**src/rtl/cp0_pkg.sv**
```systemverilog
// Shared definitions for the cp0 block: register numbers, field positions and SR layout.
package cp0_pkg;

  localparam logic [31:0] PRID = 32'h0000_0131;

  localparam logic [4:0] CP0_COUNT   = 5'd9;
  localparam logic [4:0] CP0_COMPARE = 5'd11;
  localparam logic [4:0] CP0_SR      = 5'd12;
  localparam logic [4:0] CP0_CAUSE   = 5'd13;
  localparam logic [4:0] CP0_EPC     = 5'd14;
  localparam logic [4:0] CP0_PRID    = 5'd15;

  localparam int unsigned IM_LSB  = 10;
  localparam int unsigned IM_MSB  = 15;
  localparam int unsigned IP_LSB  = 10;
  localparam int unsigned IP_MSB  = 15;
  localparam int unsigned EXL_BIT = 1;
  localparam int unsigned IE_BIT  = 0;
  localparam int unsigned TI_BIT  = 30;

  // Only the architecturally implemented SR bits are stored.
  typedef struct packed {
    logic [5:0] im;
    logic       exl;
    logic       ie;
  } sr_t;

  function automatic logic [31:0] sr_to_word(sr_t sr);
    logic [31:0] w;
    w                = '0;
    w[IM_MSB:IM_LSB] = sr.im;
    w[EXL_BIT]       = sr.exl;
    w[IE_BIT]        = sr.ie;
    return w;
  endfunction

endpackage

```
**src/rtl/cp0_if.sv**
```systemverilog
// Bus between the multicycle controller/datapath (master) and cp0 (slave).
interface cp0_if;
  logic [4:0]  A1;
  logic [4:0]  A2;
  logic [31:0] DIn;
  logic [31:0] PC;
  logic [5:0]  HWInt;
  logic        We;
  logic        EXLSet;
  logic        EXLClr;
  logic        intreq;
  logic [31:0] EPC;
  logic [31:0] DOut;

  modport master (
    output A1, A2, DIn, PC, HWInt, We, EXLSet, EXLClr,
    input  intreq, EPC, DOut
  );

  modport slave (
    input  A1, A2, DIn, PC, HWInt, We, EXLSet, EXLClr,
    output intreq, EPC, DOut
  );
endinterface

```
**src/rtl/cp0_timer.sv**
```systemverilog
// Count/Compare timer for cp0; TI is a sticky match flag cleared by writing Compare.
// Only instantiated when CP0_TIMER_EN is defined.
module cp0_timer (
  input  logic        clk,
  input  logic        rst,
  input  logic        we_count_i,
  input  logic        we_compare_i,
  input  logic [31:0] din_i,
  output logic [31:0] count_o,
  output logic [31:0] compare_o,
  output logic        ti_o
);

  logic [31:0] count_q, count_d, compare_q, compare_d, count_inc;
  logic        ti_q, ti_d;

  assign count_inc = count_q + 32'd1;

  // Next-state: a Count write beats the increment; a Compare write beats a match.
  always_comb begin
    count_d   = we_count_i ? din_i : count_inc;
    compare_d = we_compare_i ? din_i : compare_q;
    ti_d      = ti_q;
    if (!we_count_i && (count_inc == compare_q)) ti_d = 1'b1;
    if (we_compare_i) ti_d = 1'b0;
  end

  // Timer state registers with synchronous reset.
  always_ff @(posedge clk) begin
    if (rst) begin
      count_q   <= '0;
      compare_q <= '0;
      ti_q      <= 1'b0;
    end else begin
      count_q   <= count_d;
      compare_q <= compare_d;
      ti_q      <= ti_d;
    end
  end

  assign count_o   = count_q;
  assign compare_o = compare_q;
  assign ti_o      = ti_q;

endmodule

```
**src/rtl/cp0.sv**
```systemverilog
// Coprocessor 0: SR, Cause, EPC, PRId and interrupt request generation.
// Optional Count/Compare timer enabled by defining CP0_TIMER_EN.
module cp0 (
  input  logic clk,
  input  logic rst,
  cp0_if.slave bus
);
  import cp0_pkg::*;

  sr_t         sr_q, sr_d;
  logic [5:0]  ip_q;
  logic [31:0] epc_q, epc_d;
  logic [5:0]  ip_eff;
  logic        ti;
  logic [31:0] dout;
  logic        wr_sr, wr_epc;
  logic        unused_pc;

  assign wr_sr     = bus.We && (bus.A2 == CP0_SR);
  assign wr_epc    = bus.We && (bus.A2 == CP0_EPC);
  assign unused_pc = ^bus.PC[1:0];

`ifdef CP0_TIMER_EN
  logic [31:0] count, compare;

  cp0_timer u_timer (
    .clk          (clk),
    .rst          (rst),
    .we_count_i   (bus.We && (bus.A2 == CP0_COUNT)),
    .we_compare_i (bus.We && (bus.A2 == CP0_COMPARE)),
    .din_i        (bus.DIn),
    .count_o      (count),
    .compare_o    (compare),
    .ti_o         (ti)
  );
`else
  assign ti = 1'b0;
`endif

  // TI shares the HWInt[5] slot so IM[15] masks it.
  assign ip_eff = ip_q | {ti, 5'b0};

  // Next-state for SR and EPC: EXLSet > EXLClr > mtc0 on EXL, EXLSet > mtc0 on EPC.
  always_comb begin
    sr_d  = sr_q;
    epc_d = epc_q;
    if (wr_sr) begin
      sr_d.im  = bus.DIn[IM_MSB:IM_LSB];
      sr_d.exl = bus.DIn[EXL_BIT];
      sr_d.ie  = bus.DIn[IE_BIT];
    end
    if (wr_epc) epc_d = {bus.DIn[31:2], 2'b00};
    if (bus.EXLClr) sr_d.exl = 1'b0;
    if (bus.EXLSet) begin
      sr_d.exl = 1'b1;
      epc_d    = {bus.PC[31:2], 2'b00};
    end
  end

  // State registers; IP simply tracks the level-sensitive lines each cycle.
  always_ff @(posedge clk) begin
    if (rst) begin
      sr_q  <= '0;
      ip_q  <= '0;
      epc_q <= '0;
    end else begin
      sr_q  <= sr_d;
      ip_q  <= bus.HWInt;
      epc_q <= epc_d;
    end
  end

  // Combinational mfc0 read port; unmapped numbers read zero.
  always_comb begin
    dout = '0;
    case (bus.A1)
      CP0_SR:    dout = sr_to_word(sr_q);
      CP0_CAUSE: begin
        dout[IP_MSB:IP_LSB] = ip_eff;
        dout[TI_BIT]        = ti;
      end
      CP0_EPC:   dout = epc_q;
      CP0_PRID:  dout = PRID;
`ifdef CP0_TIMER_EN
      CP0_COUNT:   dout = count;
      CP0_COMPARE: dout = compare;
`endif
      default:   dout = '0;
    endcase
  end

  assign bus.intreq = (|(ip_eff & sr_q.im)) & sr_q.ie & ~sr_q.exl;
  assign bus.EPC    = epc_q;
  assign bus.DOut   = dout;

endmodule

```
**src/flat_wrapper.sv**
```systemverilog
// flat-port wrapper written by rule: the top's interface ports become plain ports
module cp0_flat import cp0_pkg::*;
  (clk, rst, bus_A1, bus_A2, bus_DIn, bus_PC, bus_HWInt, bus_We, bus_EXLSet, bus_EXLClr, bus_intreq, bus_EPC, bus_DOut);
  cp0_if bus_i ();
  input  logic clk;
  input  logic rst;
  input wire logic [$bits(bus_i.A1)-1:0] bus_A1;
  input wire logic [$bits(bus_i.A2)-1:0] bus_A2;
  input wire logic [$bits(bus_i.DIn)-1:0] bus_DIn;
  input wire logic [$bits(bus_i.PC)-1:0] bus_PC;
  input wire logic [$bits(bus_i.HWInt)-1:0] bus_HWInt;
  input wire logic [$bits(bus_i.We)-1:0] bus_We;
  input wire logic [$bits(bus_i.EXLSet)-1:0] bus_EXLSet;
  input wire logic [$bits(bus_i.EXLClr)-1:0] bus_EXLClr;
  output wire logic [$bits(bus_i.intreq)-1:0] bus_intreq;
  output wire logic [$bits(bus_i.EPC)-1:0] bus_EPC;
  output wire logic [$bits(bus_i.DOut)-1:0] bus_DOut;
  assign bus_i.A1 = bus_A1;
  assign bus_i.A2 = bus_A2;
  assign bus_i.DIn = bus_DIn;
  assign bus_i.PC = bus_PC;
  assign bus_i.HWInt = bus_HWInt;
  assign bus_i.We = bus_We;
  assign bus_i.EXLSet = bus_EXLSet;
  assign bus_i.EXLClr = bus_EXLClr;
  assign bus_intreq = bus_i.intreq;
  assign bus_EPC = bus_i.EPC;
  assign bus_DOut = bus_i.DOut;
  cp0 u_core (.clk(clk), .rst(rst), .bus(bus_i));
endmodule
```
**config.mk**
```make
export PLATFORM = sky130hd
export DESIGN_NAME = cp0_flat
export DESIGN_NICKNAME = d
export VERILOG_FILES = /design/src/rtl/cp0_pkg.sv /design/src/rtl/cp0_if.sv /design/src/rtl/cp0_timer.sv /design/src/rtl/cp0.sv /design/src/flat_wrapper.sv
export SDC_FILE = /design/constraint.sdc
export NUM_CORES = 1
export LEC_CHECK = 0
export BUFFER_PORTS_ARGS = -buffer_cell sky130_fd_sc_hd__buf_2
export CAP_MARGIN = 20
export CELL_PAD_IN_SITES_DETAIL_PLACEMENT = 1
export CELL_PAD_IN_SITES_GLOBAL_PLACEMENT = 1
export CORE_ASPECT_RATIO = 1.5
export CORE_MARGIN = 4
export CORE_UTILIZATION = 33
export CTS_CLUSTER_SIZE = 12
export DETAILED_ROUTE_END_ITERATION = 10
export PLACE_DENSITY_LB_ADDON = 0.1
export SYNTH_ARGS = -nofsm -noshare
export SYNTH_HDL_FRONTEND = slang
export SYNTH_SLANG_ARGS = --single-unit
```
**constraint.sdc**
```tcl
create_clock -name clk -period 2.6 [get_ports clk]
set_input_delay 0.65 -clock clk [delete_from_list [all_inputs] [get_ports clk]]
set_output_delay 0.65 -clock clk [all_outputs]
set_load 0.02 [all_outputs]
```
Word-level counts from Yosys, hierarchy flattened
Cells that the tools add are included.

word-level totals
  bits in registers = 44
  output and inout port bits = 65

cells by class
  equal/unequal tests = 6
  multiplexer cells = 10
  bitwise operators = 4
  reductions and logical operators = 5

operators with widths
  cell                                                                   count
  32-bit two-way mux                                                     2
  5-bit by 4-bit equality test with 1-bit output, second input constant  6
  10-bit one-hot mux with 3 select lines                                 1
  6-bit one-hot mux with 3 select lines                                  1
  14-bit two-way mux                                                     1
  6-bit bitwise AND                                                      1
  6-bit OR reduction                                                     1
  1-bit two-way mux                                                      4
  3-bit nonzero test                                                     1
  1-bit bitwise AND                                                      2
  1-bit logical AND                                                      2
  2-bit two-way mux                                                      1
  2-bit nonzero test                                                     1
  1-bit inverter                                                         1

Depth between registers and ports, before layout
Gate-level depths: netlist (run 1).

  depth in word-level cells = 5
  gate-level depth with buffers = 5
  depth with buffers taken out = 3

Worst setup path before layout (run 1)
No wires, ideal clock.

  path type = input -> output
  from = in bus_A1[4]
  to = out bus_DOut[1]
  arrival = 1.709 ns
  required time = 1.950 ns
  setup slack = 0.241 ns
  stages = 2
  cells stage by stage = nand3b_1 nor4b_1

on the way
  longest elaborated chain between the ends = 2
  elaborated cells on any way between the ends = 4
  classes of those cells = 3 x eq/ne; 1 x mux

RTL lines
  item                                            line                source
  from (decl)                                     flat_wrapper.sv:7   input wire logic [$bits(bus_i.A1)-1:0] bus_A1;
  5-bit by 4-bit equality test with 1-bit output  cp0.sv:76           case (bus.A1)
  10-bit one-hot mux with 3 select lines (*)      cp0.sv:76
  to (decl)                                       flat_wrapper.sv:17  output wire logic [$bits(bus_i.DOut)-1:0] bus_DOut;

Every way passes the cells marked *; elsewhere a longest branch is shown, timed or not.

Final worst setup path (run 1)
  from = in bus_A1[1]
  to = out bus_DOut[28]

on the way
  longest elaborated chain between the ends = 2

RTL lines
  item                                            line
  5-bit by 4-bit equality test with 1-bit output  cp0.sv:76
  14-bit two-way mux                              cp0.sv:76

Every way passes these cells.

==> impl_metrics.toml, run 1 <==
[timing]
rsz0062_at_grt = "no"
period_minus_slack_ps = 2380
hold_ws_ps = 479
fin_ws_ps = 221
tightest_slew_ps = 674
fin_crit_sh_pct = 91.5
tns_ps = 0
setup_viol = 0
timing.fmax_ghz = 0.420
hold_viol = 0
finClkSkew_ps = 0
slew_headroom_pct = 54.9
slew_viol_final = 0

[floorplanning]
die_area_um2 = 9310
fp.dieH_um = 116
num_rows = 39
initial_utilization_pct = 33.8
core_region_area_um2 = 7610
ios = 150
die_x_um = 80.1

[pwr]
p_leak_nw = 1.52
peakVddDrop_mv = 0.306
powerDensity_nw_per_um2 = 496

[grt]
antenna_found_initial = 0
grt.total_usage_pct = 19.3
grt_pass1_vias = 2816
grt_pass1_wl_um = 14300
grt_max_degree = 92
grt-ovfl-total = 0

[cts]
clk_latency_ps = 280
htree_levels = 2
cts_max_path_buffers = 2
cts_tree = "done"
cts_resized = 0
cts_setup_buffers = 0
hold_buffers = 0
cts-root-buf = "clkbuf_16"
path_clk_slew_ps = 60
cts_inserted_buffers = 5
clock-sinks = 44

[layout]
nNetsFinal = 512
stdcell_area_um2 = 3520
diodes = 0
layout-drive-gt1-share_pct = 43.8
area_growth_pct = 36.9

[synthesis]
synth-seq-cells = 44
syn-cell-area_um2 = 2570
ys_seq_area_share_pct = 34.2
synthTopCellsByArea = "dfxtp_1 34%, nor4_1 9.7%, nor4_2 9.7%, nor2b_1 9.2%, a211oi_1 8.8%"
ys_types = 32
synth.avg_cell_area_um2 = 8.64
synthCells = 298
synth_top_area_cell = "dfxtp_1"
synth_top_area_share_pct = 34.2
yosysWarnings = 0

[setup_path]
crit_path_start_kind = "input port"
path_max_fanout = 21
arrival_ps = 1730
path_class = "input port to primary output"
reg2reg_depth = 2
crit_required_ps = 1950
endpoint_kind = "primary output"

[detailed_routing]
maxUsedRoutingLayer = "met4"
ant_nets = 0
routed_wl_um = 9020
wl_per_cell_um = 17.1
drt_iter0_markers = 81
drt_first_pass_iters = 4
drc = 0
vias = 2801
dr_wl_met3_um = 439
via_per_inst = 5.29
m1WireLength_um = 3740
wl_met2_um = 4790

[hold_path]
hold_depth = 2
hold_class = "flop to flop"

[placement]
pre_cts_slack_ps = 212
placed_area_um2 = 3370
gp_congestion = 0.774
io_buffers = 145
hpwl_um = 6490

[outcome]
status = "completed"

[run]
maxCapViolations = 0
## cell type report
class / instances / area [um2]
fillers: 952 / 4090
flip-flops and latches: 44 / 881
clock buffers: 7 / 153
multi-input cells: 218 / 1520
inverters: 1 / 3.75
repair buffers: 157 / 841
well taps: 102 / 128
## routing by layer
layer	global-route usage, %	vias to the layer above
li1	-	1367
met1	22.5	1345
met2	36.4	85
met3	3.16	4
met4	4.17	0
met5	0	-
## cell families (layout without fill, tap and decap cells)
family / count (synthesis) / after routing / share of synthesized area [%]
other: 1 / 2 / 0.146
flip-flops: 44 / 44 / 34.2
multiplexers: 6 / 6 / 2.33
buffers and inverters: 37 / 165 / 7.00
AO/OA/AOI/OAI: 56 / 56 / 15.1
AND/OR/NAND/NOR: 154 / 154 / 41.2
## power by group
part	internal, mW	switching (mW)
combinational	0.150	0.198
clock	0.403	0.250
sequential	0.715	0.0306
## path summary, 6_finish.rpt
check,to,slack (ps),startpoint
setup / recovery,bus_DOut[28],220,bus_A1[1]
hold / removal,u_core.sr_q[0],480,u_core.sr_q[0]
setup reg to reg,u_core.bus.EPC[15],1780,u_core.bus.EPC[15]
hold reg to reg,u_core.sr_q[0],480,u_core.sr_q[0]
## worst max-delay path, cell delays in order
cell and delay (ps):
buf_2 210, nor2b_2 190, nor2b_1 130, buf_4 220, and2_1 160, buf_2 160
## layout by cell type, fill, tap and decap left out, drive strengths merged
master and count:
clkbuf 7, nor3b 2, nand2b 2, mux2i 6, or3 1, nor2 13
nand4b 2, nand3b 1, a22oi 3, nand2 1, a21oi 8, o21ai 8
a311oi 1, or2 1, inv 1, dfxtp 44, nor2b 39, a2bb2oi 6
nand3 9, buf 157, nor4 60, nor4b 1, and4b 1, and2 21
conb 2, a211oi 30
## synth_stat cells (all sizes together)
cell type,n
nand4b,2
o21ai,8
buf,16
a22oi,3
dfxtp,44
and4b,1
or3,1
nand2,1
nor4b,1
nor3b,2
nor2,13
nor4,60
a211oi,30
or2,1
conb,1
mux2i,6
and2,21
clkbuf,20
a311oi,1
nand3b,1
nand2b,2
a21oi,8
inv,1
nand3,9
a2bb2oi,6
nor2b,39
## registers in the layout, summed over array words and instances, names as in the netlist
signal          flops
u_core.bus.EPC     30
u_core.ip_eff       6
u_core.sr_q         8
## per-stage QoR
step	instances	util [%]	power, mW
floorplan	299	-	0.963
global placement	522	44.3	1.11
detailed placement	522	44.3	1.11
CTS	529	46.3	1.78
global route	529	46.3	1.83
finish	529	46.3	1.75
No activity file was read; power rests on OpenSTA's default activity.
==> run 2, diff against run 1 <==
BUFFER_PORTS_ARGS = -buffer_cell sky130_fd_sc_hd__buf_4   (was -buffer_cell sky130_fd_sc_hd__buf_2)
==> run 2 against run 1 <==
Net effect: register-to-register slack got worse by 20 ps; total power rose by 5.9%; sequential share of layout area is 2.2 points lower; clock skew stayed put; worst setup slack worse by 35 ps; critical endpoint is now bus_DOut[7]; largest power group unchanged.
==> impl_metrics.toml, run 2 (synthesized netlist as in run 1, its figures left out) <==
[detailed_routing]
drt_iter0_markers = 147
vias = 2790
ant_nets = 0
drc = 0
wl_per_cell_um = 17.5
drt_first_pass_iters = 4
routed_wl_um = 9270
via_per_inst = 5.28

[setup_path]
endpoint_kind = "primary output"
cp-startpoint = "bus_A1[0]"
timing.rr.start = "u_core.bus.EPC[15]"
crit_required_ps = 1950
path_max_fanout = 21
path_class = "input port to primary output"
crit_path_start_kind = "input port"
reg2reg_depth = 2
arrival_ps = 1760

[floorplanning]
die_area_um2 = 9310
core_region_area_um2 = 7610
fp.dieH_um = 116
ios = 150
num_rows = 39
die_x_um = 80.1
initial_utilization_pct = 33.8

[layout]
layout_common_cells = "155 x buf_4, 44 x dfxtp_1, 40 x nor4_1, 37 x nor2b_1, 30 x a211oi_1"
stdcell_area_um2 = 3860
largest_reg_flops = 30
nNetsFinal = 510
diodes = 0
final_common_cell = "buf_4"
layout-drive-gt1-share_pct = 43.4
area_growth_pct = 49.9

[placement]
io_buffers = 145
placed_area_um2 = 3690
gp_congestion = 0.741
hpwl_um = 6530

[cts]
path_clk_slew_ps = 60
cts_setup_buffers = 0
cts-root-buf = "clkbuf_16"
htree_levels = 2
cts_resized = 0
cts_tree = "done"
hold_buffers = 0
cts_max_path_buffers = 2
clock-sinks = 44
cts_inserted_buffers = 5
clk_latency_ps = 280

[timing]
fin_crit_sh_pct = 92.9
tightest_slew_ps = 805
slew_headroom_pct = 46.4
rsz0062_at_grt = "no"
hold_viol = 0
slew_viol_final = 0
tns_ps = 0
setup_viol = 0
timing.fmax_ghz = 0.414
finClkSkew_ps = 0
period_minus_slack_ps = 2410

[pwr]
powerDensity_nw_per_um2 = 480
peakVddDrop_mv = 0.283
p_leak_nw = 1.59

[grt]
grt_pass1_wl_um = 14500
grt.total_usage_pct = 19.6
grt-ovfl-total = 0
antenna_found_initial = 0
grt_max_degree = 92
grt_pass1_vias = 2850

[hold_path]
hold_depth = 2
hold_class = "flop to flop"
hp-start = "u_core.sr_q[0]"

[outcome]
status = "completed"

[run]
maxCapViolations = 0
[run 2: cell types whose count changed in the layout (fill, tap and decap cells not counted), sizes merged]
cell	delta
clkbuf	-1
clkinv	+1
buf	-2
bufinv	+1
[run 2: worst paths after layout]
kind                                            to  slack (ps)
worst max-delay path                   bus_DOut[7]         190
worst min-delay path                u_core.sr_q[0]         490
worst max register to register  u_core.bus.EPC[15]        1760
worst min register to register      u_core.sr_q[0]         490
[run 2: final cells by class]
cell class / count / area (um2)
Clock buffer: 6 / 129
Sequential cell: 44 / 881
Timing Repair Buffer: 155 / 1160
Tap cell: 102 / 128
Multi-Input combinational cell: 218 / 1520
Clock inverter: 2 / 35.0
Fill cell: 937 / 3750
Inverter: 1 / 3.75
[run 2: stage by stage]
step | instances | hold slack, ps | setup slack (ps) | total power [mW] | util (%)
3_3_place_gp | 520 | 467 | 222 | 1.15 | 48.5
5_1_grt | 528 | 515 | 33.4 | 1.94 | 50.7
3_5_place_dp | 520 | 475 | 172 | 1.16 | 48.5
2_1_floorplan | 299 | 454 | 241 | 0.963 | -
6_report | 528 | 491 | 185 | 1.85 | 50.7
4_1_cts | 528 | 486 | 172 | 1.88 | 50.7
[run 2: per-layer routing]
metal	wire length [um]	global-route usage [%]	vias up
met4	64	4.17	0
met1	3660	23.5	1343
met3	479	3.09	4
met5	0	0	-
met2	5060	36.6	84
li1	-	-	1359
[run 2: where the power goes]
| group | internal (mW) | switching (mW) |
|---|---|---|
| Sequential | 0.715 | 0.0321 |
| Combinational | 0.198 | 0.197 |
| Clock | 0.452 | 0.256 |
[run 2: critical path, cell delays in order]
cell	delay (ps)
buf_4	120
nor2b_2	280
nor2b_1	170
buf_4	230
and2_1	160
buf_4	140
==> run 3, diff against run 2 <==
ABC_AREA = 1   (was not set)
CORE_UTILIZATION = 29   (was 33)
==> run 3 against run 2 <==
Net effect: first-iteration DRC count fell by 59%; clock power grew 4.7%; clock skew unchanged; final cell count grew 22%; cell area shrank 3.3%; critical path depth increased by 1; core utilization decreased by 4.7 points; global-route usage shrank 1.2 points; combinational power is 11% lower; total power fell by 1.1%; largest power group is now clock.
==> impl_metrics.toml, run 3 <==
[outcome]
status = "completed"

[synthesis]
synthTopCellsByArea = "dfxtp_1 36%, nand2_1 24%, nand3_1 12%, a21oi_1 7.6%, inv_1 5.5%"
ys_types = 21
ys_top_cells_by_count = "155 x nand2_1, 58 x nand3_1, 44 x dfxtp_1, 37 x a21oi_1, 36 x inv_1"
synth_top_area_share_pct = 36.2
synth_top_area_cell = "dfxtp_1"
async_reset_ff_share_pct = 0
yosysWarnings = 0
syn-cell-area_um2 = 2440
synthFlopType = "dfxtp_1"
synthCells = 405
ys_seq_area_share_pct = 36.2
yosys.cell_count.top_type = "nand2_1"
synth-edff-count = 0
synth-seq-cells = 44
synth.avg_cell_area_um2 = 6.02

[pwr]
peakVddDrop_mv = 0.282
totalPowerFinal_mw = 1.83
powerDensity_nw_per_um2 = 490
p_leak_nw = 1.89

[layout]
diodes = 0
nFillCells = 1141
regArea_um2 = 881
layout_common_cells = "155 x nand2_1, 151 x buf_4, 58 x nand3_1, 44 x dfxtp_1, 37 x a21oi_1"
area_growth_pct = 53.2
largest_reg_flops = 30
instances_no_fill = 644
nNetsFinal = 623
multi_input_area_um2 = 1270
layout-drive-gt1-share_pct = 31.4
final_common_cell = "nand2_1"

[floorplanning]
initial_utilization_pct = 30.0
fp.dieH_um = 120
die_x_um = 82.8
die_area_um2 = 9960
num_rows = 40
core_region_area_um2 = 8110
ios = 150

[cts]
clk_latency_ps = 290
cts_inserted_buffers = 5
clock-sinks = 44
hold_buffers = 0
cts_tree = "done"
cts_setup_buffers = 0
path_clk_slew_ps = 70
htree_levels = 2
cts_resized = 0
cts-root-buf = "clkbuf_16"
cts_max_path_buffers = 2

[setup_path]
worstPathCellList = "buf_4, inv_1, nor2_1, nand2_1, buf_4, nor2_1, buf_4"
crit_path_start_kind = "input port"
cp-endpoint = "bus_DOut[31]"
path_max_fanout = 21
worstReg2RegEnd = "u_core.sr_q[1]"
arrival_ps = 1650
slowest_delay_ps = 260
timing.rr.start = "u_core.sr_q[1]"
worst_path_max_delay_cell = "nor2_1"
cpMostUsedCell = "buf_4"
cp-startpoint = "bus_A1[1]"
crit_required_ps = 1950
reg2reg_depth = 6
path_class = "input port to primary output"
reg2reg_setup_slack_ps = 1850
endpoint_kind = "primary output"

[detailed_routing]
vias = 3013
drc = 0
drt_iter0_markers = 61
routed_wl_um = 9280
via_per_inst = 4.68
ant_nets = 0
wl_per_cell_um = 14.4
drt_first_pass_iters = 4

[run]
maxCapViolations = 0

[placement]
gp_congestion = 0.777
dpl.cell_count = 636
io_buffers = 145
hpwl_um = 7110

[timing]
setup_viol = 0
rsz0062_at_grt = "no"
finClkSkew_ps = 0
tightest_slew_ps = 599
period_minus_slack_ps = 2300
fin_crit_sh_pct = 88.4
timing.fmax_ghz = 0.435
slew_headroom_pct = 59.9
hold_viol = 0
slew_viol_final = 0
tns_ps = 0

[grt]
grt_pass1_vias = 3164
grt_max_degree = 45
antenna_found_initial = 0
grt-ovfl-total = 0
grt.total_usage_pct = 18.5
grt_pass1_wl_um = 15300

[hold_path]
hold_class = "flop to flop"
-- run 3: cell families after synthesis --
logic type | synth area share (%)
compound gates | 7.81
buf+inv | 11.9
flops | 36.2
other cells | 0.154
simple gates | 44.0
-- run 3: layout make-up --
type / instances / share of cell area (%)
clock buffers: 5 / 3.35
clock inverters: 3 / 1.24
inverters: 39 / 3.92
multi-input cells: 297 / 34.0
flip-flops and latches: 44 / 23.6
well taps: 105 / 3.52
repair buffers: 151 / 30.4
-- run 3: power by group --
part	internal [mW]	leakage (nW)	switching (mW)
clock network	0.457	0.0804	0.284
logic	0.166	1.45	0.185
registers	0.709	0.362	0.0296
-- run 3: per-layer routing --
layer	GRT usage (%)	vias to the layer above	wire [um]
met1	19.9	1395	3510
met4	5.42	0	202
met5	0	-	0
met2	35.7	90	5090
met3	3.75	10	478
li1	-	1518	-
-- run 3: worst min path at each step --
| stage | cells after the start | slack, ps | to | start |
|---|---|---|---|---|
| floorplan | 2 | 440 | u_core.sr_q[0] | u_core.sr_q[0] |
| global placement | 2 | 450 | u_core.sr_q[0] | u_core.sr_q[0] |
| detailed placement | 2 | 470 | u_core.sr_q[0] | u_core.sr_q[0] |
| CTS | 2 | 480 | u_core.sr_q[0] | u_core.sr_q[0] |
| global route | 2 | 480 | u_core.sr_q[0] | u_core.sr_q[0] |
| finish | 2 | 480 | u_core.sr_q[0] | u_core.sr_q[0] |
-- run 3: critical path, delay by kind of cell --
family        cells  cell delay (ps)
buf+inv           4              510
simple gates      3              480
-- run 3: stage by stage --
step | setup WS [ps] | utilization [%] | hold slack, ps | instance area (um2)
finish | 301 | 46.0 | 476 | 3730
CTS | 275 | 46.0 | 477 | 3730
detailed placement | 276 | 43.9 | 467 | 3560
global placement | 343 | 43.9 | 455 | 3560
floorplan | 521 | - | 441 | 2440
global route | 159 | 46.0 | 483 | 3730
